<file path="src/rtl/cpu_pipe_pkg.sv">
// -----------------------------------------------------------------------------
// cpu_pipe_pkg
// Shared definitions for the CPU front-end pipeline stages.
//   NOP_INST   : encoding placed in empty or masked instruction lanes
//   INST_BYTES : bytes per instruction word, used for next-PC arithmetic
//   fd_state_t : occupancy state of the fetch-to-decode stage
//   lane_lsb   : bit offset of a lane inside a packed instruction bundle
//   sat_inc32  : saturating 32-bit increment for event counters
// -----------------------------------------------------------------------------
package cpu_pipe_pkg;

  localparam logic [31:0] NOP_INST   = 32'h0000_0000;
  localparam int          INST_BYTES = 4;

  typedef enum logic [1:0] {
    EMPTY = 2'd0,
    ONE   = 2'd1,
    FULL  = 2'd2
  } fd_state_t;

  // Lane 0 lives in the LSBs of a bundle; lane n starts at n*data_w.
  function automatic int lane_lsb(input int lane, input int data_w);
    return lane * data_w;
  endfunction

  // Counter increment that sticks at all-ones instead of wrapping.
  function automatic logic [31:0] sat_inc32(input logic [31:0] v);
    return (v == 32'hFFFF_FFFF) ? v : (v + 32'd1);
  endfunction

endpackage

</file>
<file path="src/rtl/pipe_slot.sv">
// -----------------------------------------------------------------------------
// pipe_slot
// One bundle storage register of the fetch-to-decode stage. Masked lanes are
// replaced by NOP as the bundle is loaded, so the stored copy is already in
// the form decode sees and the outputs need no further gating.
//   clk, rst          : clock, asynchronous active-low reset
//   clr               : synchronous clear to the all-zero (bubble) bundle
//   load              : capture the d_* bundle (clr wins over load)
//   d_inst/pc/next_pc/mask/exc : bundle to capture
//   q_inst/pc/next_pc/mask/exc : stored bundle
// -----------------------------------------------------------------------------
module pipe_slot
  import cpu_pipe_pkg::*;
#(
  parameter int DATA_W = 32,
  parameter int ADDR_W = 32,
  parameter int LANES  = 1
) (
  input  logic                    clk,
  input  logic                    rst,
  input  logic                    clr,
  input  logic                    load,
  input  logic [LANES*DATA_W-1:0] d_inst,
  input  logic [ADDR_W-1:0]       d_pc,
  input  logic [ADDR_W-1:0]       d_next_pc,
  input  logic [LANES-1:0]        d_mask,
  input  logic                    d_exc,
  output logic [LANES*DATA_W-1:0] q_inst,
  output logic [ADDR_W-1:0]       q_pc,
  output logic [ADDR_W-1:0]       q_next_pc,
  output logic [LANES-1:0]        q_mask,
  output logic                    q_exc
);

  logic [LANES*DATA_W-1:0] inst_masked_s;

  for (genvar g = 0; g < LANES; g++) begin : g_lane
    localparam int LSB = lane_lsb(g, DATA_W);
    assign inst_masked_s[LSB +: DATA_W] = d_mask[g] ? d_inst[LSB +: DATA_W]
                                                    : DATA_W'(NOP_INST);
  end

  // Bundle storage: reset/clear to the bubble bundle, otherwise load or hold.
  always_ff @(posedge clk or negedge rst) begin
    if (!rst) begin
      q_inst    <= {(LANES*DATA_W){1'b0}};
      q_pc      <= {ADDR_W{1'b0}};
      q_next_pc <= {ADDR_W{1'b0}};
      q_mask    <= {LANES{1'b0}};
      q_exc     <= 1'b0;
    end else if (clr) begin
      q_inst    <= {(LANES*DATA_W){1'b0}};
      q_pc      <= {ADDR_W{1'b0}};
      q_next_pc <= {ADDR_W{1'b0}};
      q_mask    <= {LANES{1'b0}};
      q_exc     <= 1'b0;
    end else if (load) begin
      q_inst    <= inst_masked_s;
      q_pc      <= d_pc;
      q_next_pc <= d_next_pc;
      q_mask    <= d_mask;
      q_exc     <= d_exc;
    end
  end

endmodule

</file>
<file path="src/rtl/fd_pipe_skid.sv">
// -----------------------------------------------------------------------------
// fd_pipe_skid
// Fetch-to-decode pipeline stage with valid/ready handshake and an optional
// second (skid) entry so fetch never loses a bundle under decode back-pressure.
// All decode-side outputs come straight from the main slot register.
//   clk, rst            : clock, asynchronous active-low reset
//   flush               : synchronous flush, empties the stage
//   in_valid/in_ready   : fetch-side handshake
//   in_inst/pc/mask/exc : fetch bundle (lane 0 in LSBs)
//   out_valid/out_ready : decode-side handshake
//   out_inst/pc/next_pc/mask/exc : bundle to decode; zero when empty
//   perf_stall/bubble/flush : event counters, present only when the
//                             FD_PERF_CNT_EN macro is defined
// Parameters: DATA_W, ADDR_W, LANES (1..4), SKID (1 = two entries with a
// registered in_ready, 0 = single entry with combinational in_ready).
// -----------------------------------------------------------------------------
module fd_pipe_skid
  import cpu_pipe_pkg::*;
#(
  parameter int DATA_W = 32,
  parameter int ADDR_W = 32,
  parameter int LANES  = 1,
  parameter int SKID   = 1
) (
  input  logic                    clk,
  input  logic                    rst,
  input  logic                    flush,
  input  logic                    in_valid,
  output logic                    in_ready,
  input  logic [LANES*DATA_W-1:0] in_inst,
  input  logic [ADDR_W-1:0]       in_pc,
  input  logic [LANES-1:0]        in_mask,
  input  logic                    in_exc,
  output logic                    out_valid,
  input  logic                    out_ready,
  output logic [LANES*DATA_W-1:0] out_inst,
  output logic [ADDR_W-1:0]       out_pc,
  output logic [ADDR_W-1:0]       out_next_pc,
  output logic [LANES-1:0]        out_mask,
  output logic                    out_exc
`ifdef FD_PERF_CNT_EN
  ,
  output logic [31:0]             perf_stall,
  output logic [31:0]             perf_bubble,
  output logic [31:0]             perf_flush
`endif
);

  fd_state_t state_r, state_nxt_s;
  logic      out_valid_r;
  logic      accept_s, consume_s;
  logic      main_load_s, main_clr_s, main_from_skid_s;
  logic      skid_load_s, skid_clr_s;

  logic [ADDR_W-1:0]       in_next_pc_s;
  logic [LANES*DATA_W-1:0] main_d_inst_s, skid_inst_s;
  logic [ADDR_W-1:0]       main_d_pc_s, skid_pc_s;
  logic [ADDR_W-1:0]       main_d_next_pc_s, skid_next_pc_s;
  logic [LANES-1:0]        main_d_mask_s, skid_mask_s;
  logic                    main_d_exc_s, skid_exc_s;

  assign accept_s     = in_valid && in_ready;
  assign consume_s    = out_valid_r && out_ready;
  assign out_valid    = out_valid_r;
  // Address arithmetic is modulo 2^ADDR_W; the carry out is simply dropped.
  assign in_next_pc_s = in_pc + ADDR_W'(INST_BYTES * LANES);

  // Occupancy state register.
  always_ff @(posedge clk or negedge rst) begin
    if (!rst) begin
      state_r     <= EMPTY;
      out_valid_r <= 1'b0;
    end else begin
      state_r     <= state_nxt_s;
      out_valid_r <= (state_nxt_s != EMPTY);
    end
  end

  // Next-state and slot control; flush dominates any accept/consume.
  always_comb begin
    state_nxt_s      = state_r;
    main_load_s      = 1'b0;
    main_clr_s       = 1'b0;
    main_from_skid_s = 1'b0;
    skid_load_s      = 1'b0;
    skid_clr_s       = 1'b0;
    if (flush) begin
      state_nxt_s = EMPTY;
      main_clr_s  = 1'b1;
      skid_clr_s  = 1'b1;
    end else begin
      case (state_r)
        EMPTY: begin
          if (accept_s) begin
            state_nxt_s = ONE;
            main_load_s = 1'b1;
          end else begin
            state_nxt_s = EMPTY;
          end
        end
        ONE: begin
          if (accept_s && consume_s) begin
            main_load_s = 1'b1;
          end else if (consume_s) begin
            state_nxt_s = EMPTY;
            main_clr_s  = 1'b1;
          end else if (accept_s && (SKID != 0)) begin
            // Decode stalled: park the new bundle behind the main one.
            state_nxt_s = FULL;
            skid_load_s = 1'b1;
          end else begin
            state_nxt_s = ONE;
          end
        end
        FULL: begin
          if (consume_s) begin
            state_nxt_s      = ONE;
            main_load_s      = 1'b1;
            main_from_skid_s = 1'b1;
            skid_clr_s       = 1'b1;
          end else begin
            state_nxt_s = FULL;
          end
        end
        default: begin
          state_nxt_s = EMPTY;
          main_clr_s  = 1'b1;
          skid_clr_s  = 1'b1;
        end
      endcase
    end
  end

  // Main slot source: the skid entry when draining FULL, else the fetch input.
  always_comb begin
    if (main_from_skid_s) begin
      main_d_inst_s    = skid_inst_s;
      main_d_pc_s      = skid_pc_s;
      main_d_next_pc_s = skid_next_pc_s;
      main_d_mask_s    = skid_mask_s;
      main_d_exc_s     = skid_exc_s;
    end else begin
      main_d_inst_s    = in_inst;
      main_d_pc_s      = in_pc;
      main_d_next_pc_s = in_next_pc_s;
      main_d_mask_s    = in_mask;
      main_d_exc_s     = in_exc;
    end
  end

  pipe_slot #(.DATA_W(DATA_W), .ADDR_W(ADDR_W), .LANES(LANES)) u_main (
    .clk       (clk),
    .rst       (rst),
    .clr       (main_clr_s),
    .load      (main_load_s),
    .d_inst    (main_d_inst_s),
    .d_pc      (main_d_pc_s),
    .d_next_pc (main_d_next_pc_s),
    .d_mask    (main_d_mask_s),
    .d_exc     (main_d_exc_s),
    .q_inst    (out_inst),
    .q_pc      (out_pc),
    .q_next_pc (out_next_pc),
    .q_mask    (out_mask),
    .q_exc     (out_exc)
  );

  pipe_slot #(.DATA_W(DATA_W), .ADDR_W(ADDR_W), .LANES(LANES)) u_skid (
    .clk       (clk),
    .rst       (rst),
    .clr       (skid_clr_s),
    .load      (skid_load_s),
    .d_inst    (in_inst),
    .d_pc      (in_pc),
    .d_next_pc (in_next_pc_s),
    .d_mask    (in_mask),
    .d_exc     (in_exc),
    .q_inst    (skid_inst_s),
    .q_pc      (skid_pc_s),
    .q_next_pc (skid_next_pc_s),
    .q_mask    (skid_mask_s),
    .q_exc     (skid_exc_s)
  );

  if (SKID != 0) begin : g_skid_ready
    logic in_ready_r;
    // Ready depends only on the next state, so out_ready never reaches
    // in_ready within the same cycle.
    always_ff @(posedge clk or negedge rst) begin
      if (!rst) begin
        in_ready_r <= 1'b1;
      end else begin
        in_ready_r <= (state_nxt_s != FULL);
      end
    end
    assign in_ready = in_ready_r;
  end else begin : g_flow_ready
    assign in_ready = !out_valid_r || out_ready;
  end

`ifdef FD_PERF_CNT_EN
  // Saturating stall / bubble / flush event counters.
  always_ff @(posedge clk or negedge rst) begin
    if (!rst) begin
      perf_stall  <= 32'd0;
      perf_bubble <= 32'd0;
      perf_flush  <= 32'd0;
    end else begin
      if (out_valid_r && !out_ready) begin
        perf_stall <= sat_inc32(perf_stall);
      end
      if (!out_valid_r && !flush) begin
        perf_bubble <= sat_inc32(perf_bubble);
      end
      if (flush) begin
        perf_flush <= sat_inc32(perf_flush);
      end
    end
  end
`endif

endmodule

</file>
<file path="config.mk">
export PLATFORM = sky130hd
export DESIGN_NAME = fd_pipe_skid
export DESIGN_NICKNAME = d
export VERILOG_FILES = /design/src/rtl/cpu_pipe_pkg.sv /design/src/rtl/pipe_slot.sv /design/src/rtl/fd_pipe_skid.sv
export SDC_FILE = /design/constraint.sdc
export NUM_CORES = 1
export LEC_CHECK = 0
export CORE_MARGIN = 3
export CORE_UTILIZATION = 47
export DETAILED_ROUTE_END_ITERATION = 6
export HOLD_SLACK_MARGIN = 0.03
export MAX_ROUTING_LAYER = met4
export PLACE_DENSITY = 0.81
export REMOVE_ABC_BUFFERS = 1
export SETUP_SLACK_MARGIN = 0.15
export SYNTH_ARGS = -nofsm -noshare
export SYNTH_HDL_FRONTEND = slang
export SYNTH_SLANG_ARGS = --single-unit
</file>
<file path="constraint.sdc">
create_clock -name clk -period 2 [get_ports clk]
set_clock_uncertainty 0.05 [all_clocks]
set_input_delay 0.4 -clock clk [delete_from_list [all_inputs] [get_ports clk]]
set_output_delay 0.4 -clock clk [all_outputs]
set_load 0.01 [all_outputs]
</file>
==> reports/results.ini, run 1 <==
[clocking]
clock_latency_ns = 0.43
cts_max_level = 4
tritoncts = done
clkSlewWorstSetupHoldPaths_ns = 0.07
cts_buffers = 17
root_buffer = clkbuf_16
numClockSinks = 196
cts_max_path_buffers = 2

[global_routing]
gr-total-overflow = 0
grt_pass1_vias = 7609
grt_max_degree = 61
grt_first_pass_wirelength_um = 39600
antenna_found_initial = 0
track_usage = 0.250

[finish]
fin_area_sq_um = 13400
diodes = 0
syn_to_final_growth_pct = 51.8
layout.nets = 1200
drive_above_1_share = 0.263
fin_util = 0.738

[critical_path]
critPathBufInv = 2
crit_slowest_cell = dfstp_2
worstPathCellList = nand3b_1 -> buf_4 -> or3b_4 -> clkbuf_16 -> nand2_1 -> a21oi_1
crit_family = simple AND/OR/NAND/NOR gates
startpoint_type = register
critPathArrivalTime_ns = 2.32
crit_type = reg2reg
crit_required_ns = 2.27
slowest_delay_ns = 0.55
end_kind = register
cp_max_fo = 16

[sta]
period_share = 1.03
hold_viol_final = 0
fmaxAchievable_ghz = 0.488
worstMarginPinSlew_ns = 0.755
slew_violations = 0
setup_tns_ns = -0.0945
grt_setup_unrepaired = true
setup_slack_ns = -0.0510
fin_crit_ns = 2.05
setup_violations = 9
maxSlewHeadroom = 0.493

[detailed_routing]
first_iter_violations = 612
wl_per_cell_um = 21.1
drc_errors = 0
drt-total-wl_um = 28900
via_per_inst = 5.91
dr.pass1.iters = 6
vias = 8091
ant_nets = 0

[power]
clock_power_share = 0.326
irDropWorstVdd_uv = 665
p_per_area_nw_per_um2 = 800
p_sw_w = 0.00308
p_leak_nw = 5.85
pwr-share-comb = 0.250
switching_share = 0.287
p_int_w = 0.00767
power_frac_seq = 0.424

[min_path]
hold_class = in2reg

[synth]
yosysWarnings = 0
synth_area_leaders = dfrtp_1 55%, mux2i_1 8.0%, nand2_1 7.2%
avgSynthCellArea_sq_um = 10.2
synth_top_area_cell = dfrtp_1
yosysMostFrequentCell = dfrtp_1
synth_area_sq_um = 8860
synth_seq_cells = 196
ys_seq_area_frac = 0.554
synth_top_area_share = 0.551
synthDistinctLibCells = 52
ys.flop_type = dfrtp_1
async_flop_share = 1.00
syn_inst = 869
synth-edff-count = 0
synth_commonest_cells = 195 x dfrtp_1, 171 x nand2_1, 90 x o21ai_0

[flow_run]
maxCapViolations = 0

[die]
ios = 171
rows = 49
coreArea_sq_um = 18200
initial_core_util = 0.486
die_x_um = 143
die_y_um = 143
die_area_sq_um = 20500

[placement]
pre_cts_ws_ns = -0.538
port_buffers = 170
hpwl_um = 17000
routabilityCongestion = 0.893
post_dp_cell_area_sq_um = 11600

[run_status]
outcome = finished with violations
violations = setup timing

tightest hold or removal path: stages:
cell and delay, ns:
dlygate4sd2_1 0.31, nand2_1 0.10, a21oi_2 0.05
sequential cells by signal, indices dropped and copies added, names as in the netlist, 2 cells and up:
name / flops
u_skid.q_inst: 32
state_r: 2
u_main.q_pc: 32
u_skid.q_pc: 30
u_skid.q_next_pc: 32
u_main.q_inst: 32
u_main.q_next_pc: 30
cell families after synthesis:
logic type	after synthesis	share of synthesized area
and+or+nand+nor	255	0.131
AOI/OAI and AO/OA	243	0.166
DFF	196	0.554
buffers and inverters	75	0.0403
muxes	71	0.0802
xor gates and xnor gates	28	0.0277
adders and majority gates	1	0.00141
metal layers:
layer  track usage  vias to the layer above  share of wire
met5             -                        -              0
met4        0.0634                        0          0.029
met3        0.0432                       84          0.067
met2         0.403                      407           0.50
met1         0.333                     4031           0.41
li1              -                     3569              -
through the flow:
step                      hold slack, ns  std cells  total power (W)
after global placement             0.320       1302          0.00667
after CTS                          0.393       1338           0.0102
after detailed placement           0.324       1302          0.00672
after global routing               0.428       1369           0.0112
after floorplan                   0.0544        800          0.00532
final                              0.414       1369           0.0108
power groups by stage:
| stage | Combinational, W | Sequential, W | Clock (W) |
|---|---|---|---|
| floorplan | 0.000656 | 0.00466 | 0 |
| global placement | 0.00209 | 0.00457 | 0 |
| detailed placement | 0.00212 | 0.00459 | 0 |
| CTS | 0.00215 | 0.00452 | 0.00354 |
| global route | 0.00286 | 0.00460 | 0.00371 |
| finish | 0.00269 | 0.00456 | 0.00350 |
placed cells by master (no fill, tap or decap), types with 7 or more instances in the layout:
master             n
nand4_1            8
xor2_1             8
a21oi_1           32
clkbuf_16         34
nand3_1           10
mux2i_1           71
nand2_4           23
o21ai_1           46
buf_4             79
a22oi_2           13
nand2_1          137
o21ai_0           47
buf_6             13
dfrtp_1          194
o21ai_2           14
nor2_1            21
a21oi_2           27
buf_12            25
dlymetal6s2s_1     9
dlygate4sd2_1     15
nand2_2           12
o22ai_1            7
clkdlybuf4s50_1  145
xnor2_1           19
a22o_1            34
final timing paths:
kind / from / end / slack (ns) / depth (start not counted)
setup / recovery: in_ready / u_skid.q_next_pc[10] / -0.05 / 6
hold / removal: in_pc[10] / u_skid.q_pc[10] / 0.41 / 3
setup reg to reg: in_ready / u_skid.q_next_pc[10] / -0.05 / 6
hold reg to reg: u_main.q_inst[24] / u_main.q_inst[24] / 0.43 / 2
max in group asynchronous: rst / in_ready / 0.76 / 3
min in group asynchronous: rst / u_main.q_inst[13] / 0.43 / 2
timing repair:
item | in CTS | in global routing
setup endpoints to repair | 118 | 195
pin swaps | 8 | 56
endpoints found under the hold margin | 45 | 0
resized for setup | 34 | 201
buffers inserted | 4 | 11
hold buffers | 1 | 0
cloned | 0 | 20
cell type report:
class,count,area (sq um)
clock inverters,12,155
clock buffers,19,443
fillers,1159,4770
flip-flops and latches,196,4910
multi-input cells,598,4180
well taps,229,287
inverters,6,22.5
repair buffers,309,3440
Note: power is estimated with default switching activity, not from simulation.
==> run 2: changes to the inputs <==
- CORE_UTILIZATION: 47 -> 56
- PLACE_DENSITY: 0.81 -> 0.9
- clock period: 2 -> 2.4 ns (I/O delays scaled with it)
==> reports/results.ini, run 2 (synthesized netlist as in run 1, its figures left out) <==
[run_status]
outcome = completed

[finish]
final_cell_mix = 195 x dfrtp_1, 171 x nand2_1, 169 x clkdlybuf4s50_1
multi_input_area_sq_um = 3670  ; -12%
layout.nets = 1143  ; -4.8%
fin_util = 0.785  ; +0.0469
syn_to_final_growth_pct = 35.7
drive_above_1_share = 0.132  ; -0.131
fin_area_sq_um = 12000  ; -11%
regArea_sq_um = 4910  ; about the same
final_common_cell = dfrtp_1
fill_cells = 999  ; -14%
diodes = 0  ; unchanged

[sta]
grt_setup_unrepaired = false
hold_viol_final = 0  ; unchanged
worstMarginPinSlew_ns = 0.584  ; -0.171 ns
setup_violations = 0  ; -9
fin_crit_ns = 2.18
slew_violations = 0  ; unchanged
fmaxAchievable_ghz = 0.458
setup_tns_ns = 0  ; +0.0945 ns
maxSlewHeadroom = 0.610  ; +0.117
period_share = 0.909

[clocking]
cts_buffers = 17  ; unchanged
cts_max_path_buffers = 2  ; unchanged
clkSlewWorstSetupHoldPaths_ns = 0.07  ; about the same
cts_max_level = 4  ; unchanged
tritoncts = done
numClockSinks = 196  ; unchanged
root_buffer = clkbuf_16
clock_latency_ns = 0.43  ; about the same

[detailed_routing]
ant_nets = 0  ; unchanged
drc_errors = 0  ; unchanged
first_iter_violations = 759  ; +24%
via_per_inst = 5.91  ; about the same
vias = 7654  ; -5.4%
wl_per_cell_um = 18.9  ; -10%
drt-total-wl_um = 24500  ; -15%
dr.pass1.iters = 5  ; -1

[critical_path]
cp_max_fo = 4  ; -12
rr_startpoint = state_r[1]
end_kind = register
startpoint_type = input port
timing.rr.end = u_main.q_next_pc[14]
reg2regPathDepth = 5  ; -1
r2r_slack_ns = 0.29  ; +0.34 ns
endpoint = u_main.q_next_pc[14]
crit_path_start = in_pc[2]
critPathArrivalTime_ns = 2.42  ; +0.10 ns
crit_required_ns = 2.64  ; +0.37 ns
crit_type = in2reg

[die]
rows = 45  ; -8.2%
die_area_sq_um = 17400  ; -15%
die_x_um = 132  ; -8.0%
initial_core_util = 0.578  ; +0.0919
die_y_um = 132  ; -8.0%
ios = 171  ; unchanged
coreArea_sq_um = 15300  ; -16%

[power]
p_leak_nw = 5.14  ; -12%
p_per_area_nw_per_um2 = 709  ; -11%
irDropWorstVdd_uv = 525  ; -21%

[placement]
port_buffers = 170  ; unchanged
post_dp_cell_area_sq_um = 11300  ; -2.4%
routabilityCongestion = 0.875  ; -2.1%
hpwl_um = 16400  ; -3.9%

[min_path]
hold_class = reg2reg

[global_routing]
antenna_found_initial = 0  ; unchanged
grt_max_degree = 69  ; +13%
gr-total-overflow = 0  ; unchanged
grt_pass1_vias = 7744  ; +1.8%
track_usage = 0.291  ; +0.0409
grt_first_pass_wirelength_um = 39900  ; +0.73%

[flow_run]
maxCapViolations = 0  ; unchanged

run 2: changes by cell type in the layout (fill, tap and decap cells not counted), sizes merged, moves of 4 or more:
cell and change:
buf -40, clkbuf -17, clkdlybuf4s50 +24, clkinv +4
clkinvlp -4, dlygate4sd2 -15, dlymetal6s2s -9
run 2: critical path, stage by stage:
cell	delay [ns]
clkdlybuf4s50_1	0.52
ha_2	0.21
nand4_1	0.15
or3_4	0.47
buf_4	0.16
nor2_1	0.11
xnor2_1	0.18
o21ai_0	0.14
run 2: worst min-delay path by stage:
| stage | startpoint | end | depth (start not counted) |
|---|---|---|---|
| 4_1_cts | u_main.q_inst[4] | u_main.q_inst[4] | 2 |
| 2_1_floorplan | rst | out_valid | 0 |
| 6_report | u_main.q_inst[4] | u_main.q_inst[4] | 2 |
| 5_1_grt | u_main.q_inst[4] | u_main.q_inst[4] | 2 |
| 3_3_place_gp | u_main.q_inst[29] | u_main.q_inst[29] | 2 |
| 3_5_place_dp | u_main.q_pc[19] | u_main.q_pc[19] | 2 |
run 2: layer usage:
layer | wire length, um | up-vias | global-route usage
li1 | - | 3442 | -
met1 | 9970 | 3758 | 0.383
met2 | 12200 | 411 | 0.467
met3 | 1840 | 43 | 0.0511
met4 | 473 | 0 | 0.0916
met5 | 0 | - | -
run 2: layout make-up:
type / instances / share of cell area
clock buffer: 19 / 0.0377
clock inverter: 13 / 0.0149
inverter: 6 / 0.00187
multi-input combinational: 598 / 0.306
sequential: 196 / 0.408
tap: 211 / 0.0220
timing repair buffer: 252 / 0.210
run 2: stage by stage:
| stage | worst slack [ns] | hold slack [ns] | instances | power (W) |
|---|---|---|---|---|
| floorplan | -7.09 | 0.134 | 800 | 0.00443 |
| global placement | -0.185 | 0.410 | 1261 | 0.00545 |
| detailed placement | -0.273 | 0.419 | 1261 | 0.00550 |
| CTS | 0.173 | 0.434 | 1294 | 0.00852 |
| global route | 0.136 | 0.460 | 1295 | 0.00883 |
| finish | 0.218 | 0.425 | 1295 | 0.00852 |
run 2: what timing repair did:
item	CTS	global route
buffers inserted	0	1
hold buffers	1	0
hold endpoints to repair	27	0
gates resized for setup	0	8
endpoints found under the setup margin	0	17
run 2: where the power goes:
group	switching, W	internal [W]
registers	0.000193	0.00359
logic	0.000873	0.000809
clock network	0.00125	0.00180
